### src/rtl/piezo_pkg.sv
// Shared constants and types for the piezo tune sequencer.
package piezo_pkg;

  // Note codes double as phase increments; 0 is a rest.
  typedef logic [6:0] note_t;

  localparam note_t NOTE_REST = 7'd0;
  localparam note_t NOTE_F    = 7'd17;
  localparam note_t NOTE_GS   = 7'd20;
  localparam note_t NOTE_A    = 7'd21;
  localparam note_t NOTE_CH   = 7'd25;
  localparam note_t NOTE_EH   = 7'd31;
  localparam note_t NOTE_FH   = 7'd33;

  typedef enum logic {
    IDLE = 1'b0,
    PLAY = 1'b1
  } state_t;

  localparam int TUNE_MARCH = 0;
  localparam int TUNE_EAT   = 1;
  localparam int TUNE_OVER  = 2;
  localparam int TUNE_TEST  = 3;

  localparam int MARCH_LEN  = 102;

endpackage

### src/rtl/piezo_tune_rom.sv
// Combinational tune table: (tune, slot) -> (step, last).
// Anything outside a stored tune reads as a terminating rest.
module piezo_tune_rom
  import piezo_pkg::*;
#(
  parameter int STEP_W = 7,
  parameter int SEL_W  = 2,
  parameter int SLOT_W = 7
) (
  input  logic [SEL_W-1:0]  tune,
  input  logic [SLOT_W-1:0] slot,
  output logic [STEP_W-1:0] step,
  output logic              last
);

  localparam note_t MARCH [0:MARCH_LEN-1] = '{
    NOTE_A,    NOTE_REST, NOTE_A,    NOTE_REST, NOTE_A,    NOTE_REST, NOTE_F,    NOTE_CH,   NOTE_A,    NOTE_REST,
    NOTE_F,    NOTE_CH,   NOTE_A,    NOTE_A,    NOTE_REST, NOTE_REST, NOTE_EH,   NOTE_REST, NOTE_EH,   NOTE_REST,
    NOTE_EH,   NOTE_REST, NOTE_FH,   NOTE_CH,   NOTE_GS,   NOTE_REST, NOTE_F,    NOTE_CH,   NOTE_A,    NOTE_A,
    NOTE_REST, NOTE_REST, NOTE_A,    NOTE_REST, NOTE_A,    NOTE_REST, NOTE_A,    NOTE_REST, NOTE_F,    NOTE_CH,
    NOTE_A,    NOTE_REST, NOTE_F,    NOTE_CH,   NOTE_A,    NOTE_A,    NOTE_REST, NOTE_REST, NOTE_EH,   NOTE_REST,
    NOTE_EH,   NOTE_REST, NOTE_EH,   NOTE_REST, NOTE_FH,   NOTE_CH,   NOTE_GS,   NOTE_REST, NOTE_F,    NOTE_CH,
    NOTE_A,    NOTE_A,    NOTE_REST, NOTE_REST, NOTE_A,    NOTE_A,    NOTE_A,    NOTE_REST, NOTE_F,    NOTE_CH,
    NOTE_A,    NOTE_REST, NOTE_F,    NOTE_CH,   NOTE_A,    NOTE_REST, NOTE_EH,   NOTE_EH,   NOTE_FH,   NOTE_CH,
    NOTE_GS,   NOTE_REST, NOTE_F,    NOTE_CH,   NOTE_A,    NOTE_A,    NOTE_REST, NOTE_REST, NOTE_A,    NOTE_REST,
    NOTE_F,    NOTE_CH,   NOTE_A,    NOTE_REST, NOTE_F,    NOTE_CH,   NOTE_A,    NOTE_A,    NOTE_A,    NOTE_REST,
    NOTE_REST, NOTE_REST
  };

  logic [31:0] tune_i;
  logic [31:0] slot_i;
  note_t       note_s;
  logic        last_s;

  // Decode the stored tunes; default is a rest that ends the tune.
  always_comb begin
    tune_i = 32'(tune);
    slot_i = 32'(slot);
    note_s = NOTE_REST;
    last_s = 1'b1;
    case (tune_i)
      TUNE_MARCH: begin
        if (slot_i < MARCH_LEN) begin
          note_s = MARCH[slot_i[6:0]];
          last_s = (slot_i == 32'(MARCH_LEN - 1));
        end else begin
          note_s = NOTE_REST;
          last_s = 1'b1;
        end
      end
      TUNE_EAT: begin
        case (slot_i)
          32'd0:   begin note_s = NOTE_F;    last_s = 1'b0; end
          32'd1:   begin note_s = NOTE_F;    last_s = 1'b1; end
          default: begin note_s = NOTE_REST; last_s = 1'b1; end
        endcase
      end
      TUNE_OVER: begin
        case (slot_i)
          32'd0, 32'd1, 32'd5, 32'd6: begin note_s = NOTE_F;    last_s = 1'b0; end
          32'd2, 32'd3, 32'd7:        begin note_s = NOTE_A;    last_s = 1'b0; end
          32'd4:                      begin note_s = NOTE_REST; last_s = 1'b0; end
          32'd8:                      begin note_s = NOTE_A;    last_s = 1'b1; end
          default:                    begin note_s = NOTE_REST; last_s = 1'b1; end
        endcase
      end
      TUNE_TEST: begin
        case (slot_i)
          32'd0:   begin note_s = 7'd1;      last_s = 1'b0; end
          32'd1:   begin note_s = NOTE_REST; last_s = 1'b0; end
          32'd2:   begin note_s = 7'd1;      last_s = 1'b1; end
          default: begin note_s = NOTE_REST; last_s = 1'b1; end
        endcase
      end
      default: begin
        note_s = NOTE_REST;
        last_s = 1'b1;
      end
    endcase
  end

  assign step = STEP_W'(note_s);
  assign last = last_s;

endmodule

### src/rtl/piezo_sequencer.sv
// Tune sequencer: start/stop handshake, note-slot timing and a phase
// accumulator whose MSB drives the piezo. Rests mute and freeze phase.
module piezo_sequencer
  import piezo_pkg::*;
#(
  parameter int ACC_W     = 21,
  parameter int STEP_W    = 7,
  parameter int SLOT_LEN  = 2097152,
  parameter int NUM_TUNES = 4,
  parameter int SEL_W     = 2,
  parameter int SLOT_W    = 7,
  parameter int PREEMPT   = 1
) (
  input  logic              clk,
  input  logic              rst_n,
  input  logic              start,
  input  logic [SEL_W-1:0]  tune_sel,
  input  logic              stop,
  output logic              speaker,
  output logic              busy,
  output logic              done,
  output logic              reject,
  output logic [SLOT_W-1:0] slot
);

  localparam int                TICK_W     = $clog2(SLOT_LEN);
  localparam int                SUM_W      = (ACC_W > STEP_W) ? ACC_W : STEP_W;
  localparam logic [TICK_W-1:0] TICK_LAST  = TICK_W'(SLOT_LEN - 1);
  localparam logic              PREEMPT_EN = (PREEMPT != 32'sd0);

  state_t             state_r, state_s;
  logic [ACC_W-1:0]   acc_r, acc_s;
  logic [TICK_W-1:0]  tick_r, tick_s;
  logic [SLOT_W-1:0]  slot_r, slot_s;
  logic [SEL_W-1:0]   tune_r, tune_s;
  logic               speaker_r, speaker_s;
  logic               done_r, done_s;
  logic               reject_r, reject_s;

  logic [STEP_W-1:0]  step_s;
  logic               last_s;
  logic               sel_ok_s;
  logic [SUM_W-1:0]   sum_s;
  logic [ACC_W-1:0]   acc_sum_s;
  logic               slot_end_s;
  logic               slot_max_s;

  piezo_tune_rom #(
    .STEP_W (STEP_W),
    .SEL_W  (SEL_W),
    .SLOT_W (SLOT_W)
  ) u_rom (
    .tune (tune_r),
    .slot (slot_r),
    .step (step_s),
    .last (last_s)
  );

  assign sel_ok_s   = (32'(tune_sel) < 32'(NUM_TUNES));
  assign sum_s      = SUM_W'(acc_r) + SUM_W'(step_s);
  assign acc_sum_s  = sum_s[ACC_W-1:0];
  assign slot_end_s = (tick_r == TICK_LAST);
  assign slot_max_s = (slot_r == {SLOT_W{1'b1}});

  // Next-state and datapath: stop beats start; a valid start (re)launches.
  always_comb begin
    state_s   = state_r;
    acc_s     = acc_r;
    tick_s    = tick_r;
    slot_s    = slot_r;
    tune_s    = tune_r;
    speaker_s = speaker_r;
    done_s    = 1'b0;
    reject_s  = 1'b0;
    case (state_r)
      IDLE: begin
        if (stop) begin
          state_s = IDLE;
        end else if (start && sel_ok_s) begin
          state_s   = PLAY;
          acc_s     = '0;
          tick_s    = '0;
          slot_s    = '0;
          tune_s    = tune_sel;
          speaker_s = 1'b0;
        end else if (start) begin
          reject_s = 1'b1;
        end else begin
          state_s = IDLE;
        end
      end
      PLAY: begin
        if (stop) begin
          state_s   = IDLE;
          acc_s     = '0;
          tick_s    = '0;
          slot_s    = '0;
          speaker_s = 1'b0;
        end else if (start && sel_ok_s && PREEMPT_EN) begin
          state_s   = PLAY;
          acc_s     = '0;
          tick_s    = '0;
          slot_s    = '0;
          tune_s    = tune_sel;
          speaker_s = 1'b0;
        end else begin
          // A refused start reports reject and suppresses a coinciding done.
          reject_s  = start;
          acc_s     = acc_sum_s;
          speaker_s = (step_s != '0) ? acc_sum_s[ACC_W-1] : 1'b0;
          if (slot_end_s) begin
            if (last_s || slot_max_s) begin
              state_s   = IDLE;
              acc_s     = '0;
              tick_s    = '0;
              slot_s    = '0;
              speaker_s = 1'b0;
              done_s    = ~start;
            end else begin
              slot_s = slot_r + SLOT_W'(1);
              tick_s = '0;
            end
          end else begin
            tick_s = tick_r + TICK_W'(1);
          end
        end
      end
      default: begin
        state_s   = IDLE;
        acc_s     = '0;
        tick_s    = '0;
        slot_s    = '0;
        speaker_s = 1'b0;
      end
    endcase
  end

  // State and datapath registers with asynchronous reset.
  always_ff @(posedge clk or negedge rst_n) begin
    if (!rst_n) begin
      state_r   <= IDLE;
      acc_r     <= '0;
      tick_r    <= '0;
      slot_r    <= '0;
      tune_r    <= '0;
      speaker_r <= 1'b0;
      done_r    <= 1'b0;
      reject_r  <= 1'b0;
    end else begin
      state_r   <= state_s;
      acc_r     <= acc_s;
      tick_r    <= tick_s;
      slot_r    <= slot_s;
      tune_r    <= tune_s;
      speaker_r <= speaker_s;
      done_r    <= done_s;
      reject_r  <= reject_s;
    end
  end

  assign speaker = speaker_r;
  assign busy    = (state_r == PLAY);
  assign done    = done_r;
  assign reject  = reject_r;
  assign slot    = slot_r;

endmodule

### config.mk
export PLATFORM = sky130hd
export DESIGN_NAME = piezo_sequencer
export DESIGN_NICKNAME = d
export VERILOG_FILES = /design/src/rtl/piezo_pkg.sv /design/src/rtl/piezo_tune_rom.sv /design/src/rtl/piezo_sequencer.sv
export SDC_FILE = /design/constraint.sdc
export NUM_CORES = 1
export LEC_CHECK = 0
export CAP_MARGIN = 5
export CELL_PAD_IN_SITES_DETAIL_PLACEMENT = 1
export CELL_PAD_IN_SITES_GLOBAL_PLACEMENT = 2
export CORE_UTILIZATION = 34
export CTS_CLUSTER_DIAMETER = 120
export CTS_CLUSTER_SIZE = 8
export DETAILED_ROUTE_END_ITERATION = 8
export HOLD_SLACK_MARGIN = 0.05
export PLACE_DENSITY_LB_ADDON = 0.1
export SYNTH_ARGS = -nofsm -noshare
export SYNTH_HDL_FRONTEND = slang
export SYNTH_SLANG_ARGS = --single-unit
### constraint.sdc
create_clock -name clk -period 3.7 [get_ports clk]
set_input_delay 1.11 -clock clk [delete_from_list [all_inputs] [get_ports clk]]
set_output_delay 1.11 -clock clk [all_outputs]
set_load 0.05 [all_outputs]
==> results.sh <==
export IMPL_multi_input_area_um2=2231
export IMPL_wl_met3_um=218
export IMPL_startpoint_type="flip-flop"
export IMPL_worst_hold_path_type="flip-flop to flip-flop"
export IMPL_crit_path_end_kind="flip-flop"
export IMPL_route_antenna_remaining_nets=0
export IMPL_synthTopCellsByArea="sky130_fd_sc_hd__dfrtp_1 (37%), sky130_fd_sc_hd__ha_1 (6.1%), sky130_fd_sc_hd__nand2_1 (5.5%), sky130_fd_sc_hd__nor2_1 (4.6%), sky130_fd_sc_hd__a21oi_1 (3.5%)"
export IMPL_leakage_nw=1.785
export IMPL_cts_reportedPaths_clkPinSlew_ns=0.11
export IMPL_std_cell_rows=37
export IMPL_route_vias_total=3272
export IMPL_dp_cells=581
export IMPL_initial_core_util_pct=35.51
export IMPL_synthArstFlopShare_pct=100.0
export IMPL_yosys_warnings=0
export IMPL_setup_violations_final=0
export IMPL_fmax_mhz=284.2
export IMPL_synth_seq_area_share_pct=36.54
export IMPL_slew_headroom_pct=30.56
export IMPL_placeableCoreArea_um2=10420
export IMPL_syn_instance_count=423
export IMPL_clk_insertion_delay_late_ns=0.32
export IMPL_post_layout_nonfiller_instances=591
export IMPL_outcome="finished clean"
export IMPL_first_pass_grt_wire_length_um=17260
export IMPL_critPathArrivalTime_ns=3.73
export IMPL_path_max_fanout=6
export IMPL_area_sequential_um2=1355
export IMPL_die_area_um2=11300
export IMPL_detail_route_wirelength_met1_um=5071
export IMPL_worst_clock_skew_ns=0.01323
export IMPL_htreeDepth=2
export IMPL_vias_per_cell=5.536
export IMPL_place_detailed_hpwl_um=7638
export IMPL_post_route_worst_setup_slack_ns=0.1814
export IMPL_number_of_antenna_violations_at_the_first_check_in_global_routing=0
export IMPL_gp_congestion=0.8000
export IMPL_top_reg_cell_synth="sky130_fd_sc_hd__dfrtp_1"
export IMPL_ctsRootBufferMaster="sky130_fd_sc_hd__clkbuf_8"
export IMPL_num_io_pins=17
export IMPL_period_minus_slack_ns=3.519
export IMPL_timing_hold_violations_final=0
export IMPL_rsz0062_at_grt="false"
export IMPL_syn_cell_area_um2=3699
export IMPL_finalNetCount=479
export IMPL_grt_pass1_vias=3364
export IMPL_total_grt_usage_pct=19.36
export IMPL_holdWs_ns=0.5045
export IMPL_dr_wl_met2_um=4714
export IMPL_route_top_layer_used="met4"
export IMPL_globalRouteOverflowTotal=0
export IMPL_synth_area_per_cell_um2=8.744
export IMPL_worstSetupPathType="flip-flop to flip-flop"
export IMPL_num_antenna_cells=0
export IMPL_cts_inserted_buffers=5
export IMPL_clock_tree_from_tritoncts="built"
export IMPL_critical_path_required_ns=3.91
export IMPL_final_period_utilization_pct=95.10
export IMPL_maxCapViolations=0
export IMPL_layout_core_utilization_pct=40.88
export IMPL_cts_path_max_buffers=2
export IMPL_ys_types=68
export IMPL_tns_ns=0
export IMPL_clkSinkCount=54
export IMPL_dp_slack_ns=-0.03637
export IMPL_remaining_drc_errors=0
export IMPL_synth_seq_cells=54
export IMPL_detailedRoute_firstIterationViolations=155
export IMPL_cts_hold_buf=0
export IMPL_layout_drive_gt1_share_pct=13.85
export IMPL_fillers=1241
export IMPL_synth_edf_count=0
export IMPL_yosysTopAreaCellShare_pct=36.54
export IMPL_area_delta_synth_final_pct=15.12
export IMPL_floorplan_die_height_um=106.3
export IMPL_fp_dieW_um=106.3
export IMPL_routed_wirelength_um=10190
export IMPL_placement_io_buffers=15
export IMPL_ir_worst_vdd_mv=0.1542
export IMPL_detail_route_first_pass_iterations=4
export IMPL_max_slew_worst_pin_slew_ns=1.039
export IMPL_grt_start_max_net_pins=55
export IMPL_maxSlewViolCount=0
export IMPL_power_density_nw_per_um2=276.2
export IMPL_drt_wirelength_per_cell_um=17.24
export IMPL_synth_top_cell_by_area="sky130_fd_sc_hd__dfrtp_1"
export IMPL_synth_net_count=448
==> where the power goes <==
part	total, mW	switching (mW)	internal (mW)
Sequential	0.612	0.0117	0.600
Combinational	0.182	0.111	0.0710
Clock	0.382	0.210	0.172
==> per-stage QoR <==
| stage | area (um2) | power [mW] |
|---|---|---|
| 4_1_cts | 4228 | 1.196 |
| 3_3_place_gp | 4110 | 0.8001 |
| 6_report | 4258 | 1.176 |
| 2_1_floorplan | 3706 | 0.7307 |
| 3_5_place_dp | 4110 | 0.8018 |
| 5_1_grt | 4258 | 1.239 |
==> critical path, stage by stage (launching register included) <==
cell	delay, ns
sky130_fd_sc_hd__dfrtp_2	0.47
sky130_fd_sc_hd__ha_4	0.19
sky130_fd_sc_hd__ha_1	0.17
sky130_fd_sc_hd__mux4_2	0.45
sky130_fd_sc_hd__a21oi_1	0.16
sky130_fd_sc_hd__a21oi_1	0.06
sky130_fd_sc_hd__o21ai_1	0.18
sky130_fd_sc_hd__and2_1	0.16
sky130_fd_sc_hd__ha_2	0.20
sky130_fd_sc_hd__fa_2	0.24
sky130_fd_sc_hd__a211oi_1	0.10
sky130_fd_sc_hd__o21ai_1	0.21
sky130_fd_sc_hd__and3_4	0.24
sky130_fd_sc_hd__nand4_1	0.12
sky130_fd_sc_hd__and3_1	0.21
sky130_fd_sc_hd__a221o_1	0.27
==> final timing paths <==
path                                        startpoint                     end  slack, ns  depth (start not counted)
min in group asynchronous                        rst_n    acc_r[7]$_DFFE_PN0P_       0.88                          2
worst min-delay path            tick_r[20]$_DFFE_PN0P_  tick_r[20]$_DFFE_PN0P_       0.50                          2
max in group asynchronous                        rst_n     slot[2]$_DFFE_PN0P_       2.23                          2
worst min register to register  tick_r[20]$_DFFE_PN0P_  tick_r[20]$_DFFE_PN0P_       0.50                          2
worst max-delay path               slot[0]$_DFFE_PN0P_   acc_r[16]$_DFFE_PN0P_       0.18                         15
worst max register to register     slot[0]$_DFFE_PN0P_   acc_r[16]$_DFFE_PN0P_       0.18                         15
==> layer usage <==
layer,track usage (%),vias to the layer above
met5,0,-
met4,6.250,0
met3,2.882,13
met2,30.75,42
met1,26.92,1603
li1,-,1614
==> flip-flops by register name (all words and copies together) (netlist names) <==
register	cells
slot	7
speaker	1
busy	1
tune_r	2
done	1
tick_r	21
acc_r	21
==> synthesized netlist by cell type (3+ instances only) <==
master and count:
sky130_fd_sc_hd__nand2b_1 10, sky130_fd_sc_hd__or3_1 4, sky130_fd_sc_hd__inv_1 13, sky130_fd_sc_hd__a31oi_1 17, sky130_fd_sc_hd__nand3_1 13, sky130_fd_sc_hd__dfrtp_1 54, sky130_fd_sc_hd__nor3_1 10, sky130_fd_sc_hd__ha_1 18
sky130_fd_sc_hd__a21oi_1 26, sky130_fd_sc_hd__a22o_1 7, sky130_fd_sc_hd__o21a_1 5, sky130_fd_sc_hd__a211o_1 3, sky130_fd_sc_hd__and3_1 5, sky130_fd_sc_hd__xor2_1 13, sky130_fd_sc_hd__clkbuf_1 7, sky130_fd_sc_hd__nand4_1 10
sky130_fd_sc_hd__o31ai_1 3, sky130_fd_sc_hd__buf_2 4, sky130_fd_sc_hd__xnor2_1 7, sky130_fd_sc_hd__o21ai_0 23, sky130_fd_sc_hd__nand2_1 54, sky130_fd_sc_hd__nor2_1 45, sky130_fd_sc_hd__a211oi_1 5, sky130_fd_sc_hd__o211ai_1 4
sky130_fd_sc_hd__and4_1 5, sky130_fd_sc_hd__and2_1 3, sky130_fd_sc_hd__buf_4 4
==> cell usage in the layout, fill, tap and decap left out, types with 4 or more instances in the layout <==
cell type	count
sky130_fd_sc_hd__a21oi_1	26
sky130_fd_sc_hd__nand2_1	54
sky130_fd_sc_hd__nor2_1	45
sky130_fd_sc_hd__nor3_1	10
sky130_fd_sc_hd__clkbuf_8	7
sky130_fd_sc_hd__and4_1	5
sky130_fd_sc_hd__xnor2_1	7
sky130_fd_sc_hd__ha_1	16
sky130_fd_sc_hd__nand2b_1	10
sky130_fd_sc_hd__o21a_1	5
sky130_fd_sc_hd__nand3_1	13
sky130_fd_sc_hd__o21ai_0	21
sky130_fd_sc_hd__a22o_1	7
sky130_fd_sc_hd__a211oi_1	5
sky130_fd_sc_hd__inv_1	12
sky130_fd_sc_hd__a31oi_1	17
sky130_fd_sc_hd__clkdlybuf4s50_1	14
sky130_fd_sc_hd__buf_4	27
sky130_fd_sc_hd__nand4_1	10
sky130_fd_sc_hd__dfrtp_1	51
sky130_fd_sc_hd__or3_1	4
sky130_fd_sc_hd__o211ai_1	4
sky130_fd_sc_hd__xor2_1	13
sky130_fd_sc_hd__and3_1	4
==> cell type report <==
class / instances / area share [%]
multi-input combinational: 338 / 52.39
sequential: 54 / 31.82
timing repair buffer: 42 / 8.169
tap: 136 / 3.996
clock buffer: 7 / 2.263
inverter: 13 / 1.146
clock inverter: 1 / 0.2057
==> cell families after synthesis <==
logic type,count (synthesis),synth area share (%)
AND/OR/NAND/NOR,172,22.77
AO/OA/AOI/OAI,121,23.58
flip-flops,54,36.54
buffers and inverters,31,3.891
XOR/XNOR,20,4.736
adder cells (fa/ha/maj),19,6.631
multiplexers,5,1.759
other,1,0.1014
==> timing repair <==
item | in CTS | in global routing
cloned | 0 | 0
hold endpoints to repair | 0 | 0
resized for setup | 1 | 7
pin swaps | 1 | 4
setup endpoints to repair | 1 | 6
buffers inserted | 1 | 1
Power figures use the tool's default switching activity.
